<file path="config.mk">
export PLATFORM = sky130hd
export DESIGN_NAME = perf_counter_bank
export DESIGN_NICKNAME = d
export VERILOG_FILES = /design/src/rtl/perf_pkg.sv /design/src/rtl/perf_counter.sv /design/src/rtl/perf_counter_bank.sv
export SDC_FILE = /design/constraint.sdc
export NUM_CORES = 1
export LEC_CHECK = 0
export CORE_AREA = 2 2 222 224
export CTS_CLUSTER_SIZE = 40
export DETAILED_ROUTE_END_ITERATION = 10
export DIE_AREA = 0 0 224 226
export GPL_ROUTABILITY_DRIVEN = 0
export HOLD_SLACK_MARGIN = 0.03
export PLACE_DENSITY = 0.83
export SLEW_MARGIN = 30
export SYNTH_ARGS = -nofsm -noshare
export SYNTH_HDL_FRONTEND = slang
export SYNTH_HIERARCHICAL = 1
export SYNTH_SLANG_ARGS = --single-unit
</file>
<file path="constraint.sdc">
create_clock -name clk -period 2.25 [get_ports clk]
set_clock_uncertainty 0.05 [all_clocks]
set_input_delay 0.5625 -clock clk [delete_from_list [all_inputs] [get_ports clk]]
set_output_delay 0.5625 -clock clk [all_outputs]
set_load 0.005 [all_outputs]
</file>
<file path="src/rtl/perf_pkg.sv">
// Shared definitions for the performance counter bank: count mode and the
// channel map so the datapath taps and the bench agree on event positions.
package perf_pkg;

  typedef enum logic {
    PERF_WRAP = 1'b0,
    PERF_SAT  = 1'b1
  } perf_mode_t;

  localparam int PERF_BR_TOTAL    = 0;
  localparam int PERF_BR_WRONG    = 1;
  localparam int PERF_BTB_HIT     = 2;
  localparam int PERF_L2_MISS     = 3;
  localparam int PERF_L2_TOT      = 4;
  localparam int PERF_COMMIT      = 5;
  localparam int PERF_STALL_FWD   = 6;
  localparam int PERF_STALL_CACHE = 7;
  localparam int PERF_NUM_EVENTS  = 8;

  function automatic perf_mode_t perf_mode(input int saturate);
    return (saturate != 0) ? PERF_SAT : PERF_WRAP;
  endfunction

endpackage

</file>
<file path="src/rtl/perf_counter.sv">
// One counter channel: live count, snapshot copy and sticky overflow flag,
// with a one-bit-wider adder whose carry decides wrap or clamp.
module perf_counter
  import perf_pkg::*;
#(
  parameter int         CNT_WIDTH = 32,
  parameter int         INC_WIDTH = 2,
  parameter perf_mode_t MODE      = PERF_WRAP
) (
  input  logic                 clk,
  input  logic                 rst,
  input  logic                 enable,
  input  logic                 clear,
  input  logic                 snap,
  input  logic [INC_WIDTH-1:0] inc,
  output logic [CNT_WIDTH-1:0] cnt,
  output logic [CNT_WIDTH-1:0] snap_cnt,
  output logic                 ovf
);

  logic [CNT_WIDTH-1:0] cnt_reg, cnt_next;
  logic [CNT_WIDTH-1:0] snap_reg;
  logic                 ovf_reg, ovf_next;
  logic [CNT_WIDTH:0]   sum;
  logic                 carry;

  always_comb begin
    sum      = {1'b0, cnt_reg} + (CNT_WIDTH + 1)'(inc);
    carry    = sum[CNT_WIDTH];
    cnt_next = cnt_reg;
    ovf_next = ovf_reg;
    if (clear) begin
      cnt_next = '0;
      ovf_next = 1'b0;
    end else if (enable) begin
      cnt_next = sum[CNT_WIDTH-1:0];
      if (carry) begin
        ovf_next = 1'b1;
        if (MODE == PERF_SAT) cnt_next = '1;
      end
    end
  end

  // Snapshot takes the pre-update value, so snap+clear keeps the old count.
  always_ff @(posedge clk or negedge rst) begin
    if (!rst) begin
      cnt_reg  <= '0;
      snap_reg <= '0;
      ovf_reg  <= 1'b0;
    end else begin
      cnt_reg <= cnt_next;
      ovf_reg <= ovf_next;
      if (snap) snap_reg <= cnt_reg;
    end
  end

  assign cnt      = cnt_reg;
  assign snap_cnt = snap_reg;
  assign ovf      = ovf_reg;

endmodule

</file>
<file path="src/rtl/perf_counter_bank.sv">
// Bank of event counters with per-cycle multi-event increments, snapshot and
// a registered single-port read that returns pre-update values.
module perf_counter_bank
  import perf_pkg::*;
#(
  parameter int NUM_CNT   = 8,
  parameter int CNT_WIDTH = 32,
  parameter int INC_WIDTH = 2,
  parameter int SATURATE  = 0,
  localparam int SEL_W    = (NUM_CNT > 1) ? $clog2(NUM_CNT) : 1
) (
  input  logic                         clk,
  input  logic                         rst,
  input  logic                         enable,
  input  logic [NUM_CNT*INC_WIDTH-1:0] inc,
  input  logic                         clear,
  input  logic                         snap,
  input  logic                         rd_req,
  input  logic [SEL_W-1:0]             rd_sel,
  input  logic                         rd_snap,
  output logic                         rd_valid,
  output logic [CNT_WIDTH-1:0]         rd_data,
  output logic                         rd_ovf,
  output logic [NUM_CNT-1:0]           ovf
);

  localparam perf_mode_t MODE = perf_mode(SATURATE);

  logic [CNT_WIDTH-1:0] live_cnt [NUM_CNT];
  logic [CNT_WIDTH-1:0] snap_cnt [NUM_CNT];
  logic [CNT_WIDTH-1:0] sel_data;
  logic                 sel_ovf;
  logic                 rd_valid_reg;
  logic [CNT_WIDTH-1:0] rd_data_reg;
  logic                 rd_ovf_reg;

  generate
    for (genvar gi = 0; gi < NUM_CNT; gi++) begin : g_chan
      perf_counter #(
        .CNT_WIDTH(CNT_WIDTH),
        .INC_WIDTH(INC_WIDTH),
        .MODE     (MODE)
      ) u_cnt (
        .clk     (clk),
        .rst     (rst),
        .enable  (enable),
        .clear   (clear),
        .snap    (snap),
        .inc     (inc[gi*INC_WIDTH +: INC_WIDTH]),
        .cnt     (live_cnt[gi]),
        .snap_cnt(snap_cnt[gi]),
        .ovf     (ovf[gi])
      );
    end
  endgenerate

  // Unmatched selects (rd_sel >= NUM_CNT) fall through to zero data and flag.
  always_comb begin
    sel_data = '0;
    sel_ovf  = 1'b0;
    for (int i = 0; i < NUM_CNT; i++) begin
      if (rd_sel == SEL_W'(i)) begin
        sel_data = rd_snap ? snap_cnt[i] : live_cnt[i];
        sel_ovf  = ovf[i];
      end
    end
  end

  always_ff @(posedge clk or negedge rst) begin
    if (!rst) begin
      rd_valid_reg <= 1'b0;
      rd_data_reg  <= '0;
      rd_ovf_reg   <= 1'b0;
    end else begin
      rd_valid_reg <= rd_req;
      if (rd_req) begin
        rd_data_reg <= sel_data;
        rd_ovf_reg  <= sel_ovf;
      end
    end
  end

  assign rd_valid = rd_valid_reg;
  assign rd_data  = rd_data_reg;
  assign rd_ovf   = rd_ovf_reg;

endmodule
</file>
==> metrics <==
clock root buffer clkbuf_16; most frequent cells after synthesis 554 x dfrtp_1, 269 x mux2_2, 208 x mux2i_1; reg2reg start g_chan[0].u_cnt/cnt[1]; Initial DRC Count 2668; count leader, synth dfrtp_1; WL final 86400 um; register area share after synthesis 46.1%; IO Count 68; Layout area overhead 19.3%; Post-synth ARST share 100%; Max clock buf depth 3; CP top delay family simple AND/OR/NAND/NOR gates; max incr delay on CP 480 ps; required time of the critical path 2720 ps; final net count 3122; critical path cell sequence ha_1 > a21o_1 > nand4_1 > nor4_2 > mux2_2; Hold Crit Class input pin to flip-flop; pin count of the biggest net entering global routing 108; core footprint 0.0483 mm^2; WHS 269 ps; Setup crit start kind flip-flop; num rows 81; Yosys cell types 51; achievable frequency 0.441 GHz; # diodes 0; detailed placer's ending HPWL 60600 um; cells after synthesis 2781; Period Utilization, post-route 101%; Design Area, Final 0.0359 mm^2; Primary FF master, synth dfrtp_1; P_leak 15.8 nW; clk slew on worst S/H paths 60 ps; share of the synthesized area in the top cell type 46.1%; Die Ht 226 um; largest area contributor in the netlist dfrtp_1; Final min period 2270 ps; # port buffers 67; antenna violations before repair 0; ANT nets after route 0; fin. max-slew vios 0; CTS buffer count 58; CP max stage cell dfrtp_1; routed length per instance 23.1 um; Hold Vio Cnt, Final 0; Power Density 617 mW/mm^2; Worst EP arrival 2740 ps; synth top area cells dfrtp_1 46%, mux2_2 10%, mux2i_1 6.9%; initial core utilization 62.2%; RSZ-0062 raised after global routing true; Via density 6.71; share of layout cells above drive strength 1 28.2%; CTS HTree Levels 2; Worst Setup Slack, final -16.7 ps; clock sink total 554; CP bufs+invs 0; vias in the first global route 25.0k; worst-margin pin slew 599 ps; first-pass GRT wire length 135000 um; DP Area 0.0337 mm^2; GRT Overall Usage 33.8%; #FFs+latches synth 554; Worst-Skew Late Latency 640 ps; violated checks negative setup slack; critical path endpoint category flip-flop; Rel. slew slack 60.1%; detailed-route DRC error count 0; Mapped Area 0.0301 mm^2; CTS tree done; kind of critical path flip-flop to flip-flop; DRT Pass-1 Iters 6; Synth Warn # 6; crit path max fanout 5; max cap viols 0; Syn Nets 2831; Crit. Startpoint g_chan[0].u_cnt/cnt[1]; die outline width 224 um; total die area 0.0506 mm^2; post-synthesis average cell area 10.8 um^2; final setup fails 1; status complete, but fails checks; GRT overflow 0; hold_sp clear; vias after detailed routing 25.1k; Post-synth EDFFs 0; Max VDD drop 0.680 mV
-- area by class of cell --
type | instances | area, um^2
inverter | 37 | 139
fill | 2947 | 12500
sequential | 554 | 13900
clock inverter | 22 | 188
multi-input combinational | 1982 | 15100
timing repair buffer | 439 | 4060
tap | 622 | 778
clock buffer | 85 | 1730
-- cell families after synthesis --
group / Yosys count / share of synthesized area, %
buffers and inverters: 245 / 3.87
flip-flops: 554 / 46.1
multiplexers: 478 / 17.1
AO/OA/AOI/OAI: 651 / 15.4
AND/OR/NAND/NOR: 749 / 14.0
adder cells (fa/ha/maj): 24 / 1.20
XOR/XNOR: 80 / 2.33
-- layout by cell type (no fill, tap or decap), drive strengths merged, types with 33 or more instances in the layout --
cell	n
dfrtp	554
buf	376
mux2	269
mux2i	208
a21oi	188
nor2	148
o21ai	145
o31ai	128
or4	112
nand3	89
clkbuf	86
nand2	83
nand4	76
nor2b	74
xor2	72
a211oi	64
clkdlybuf4s50	58
or3	56
nor3	36
inv	36
o22ai	33
-- repair_timing --
item	CTS	global route
pin swaps	0	4
endpoints found under the setup margin	10	40
endpoints found under the hold margin	30	0
gates resized for setup	9	19
hold buffers	1	0
buffers inserted	2	13
-- stage by stage --
step                      power [mW]  util, %  worst slack, ps  TNS (ps)  instances
after CTS                       22.2     73.9             3.01         0       3728
after global placement          12.5     69.8             -532    -73240       3618
after global routing            22.7     74.2            -55.4      -118       3741
after floorplan                 11.4        -             52.7         0       2781
after detailed placement        12.6     69.8             -668    -87250       3618
final                           22.1     74.2            -16.7     -16.7       3741
-- worst register-to-register path, cell delays in order, from the launching register on --
cell,delay (ps)
dfrtp_1,480
ha_1,320
a21o_1,160
nand4_1,310
nor4_2,450
mux2_2,390
-- path summary, 6_finish.rpt --
path                                          endpoint  slack (ps)  depth (start not counted)
max                            g_chan[0].u_cnt/cnt[21]         -20                          5
min                             g_chan[3].u_cnt/cnt[0]         270                          3
max reg2reg                    g_chan[0].u_cnt/cnt[21]         -20                          5
min reg2reg                                     rd_ovf         440                          2
max in group asynchronous       g_chan[5].u_cnt/cnt[2]         980                          4
min in group asynchronous  g_chan[6].u_cnt/snap_cnt[3]         330                          2
-- where the power goes --
group	switching, mW	internal, mW	leakage (nW)
clock	4.10	5.55	0.959
sequential	0.137	10.1	7.67
combinational	1.28	0.969	7.19
-- metal layers --
metal  vias up  global-route usage (%)  part of all wire (%)
met5         -                       0                     0
met4         0                    20.1                   6.5
met3       315                    5.54                   7.0
met2      1173                    56.4                    48
met1     12600                    41.8                    38
li1      11000                       -                     -
Note: power is estimated with default switching activity, not from simulation.
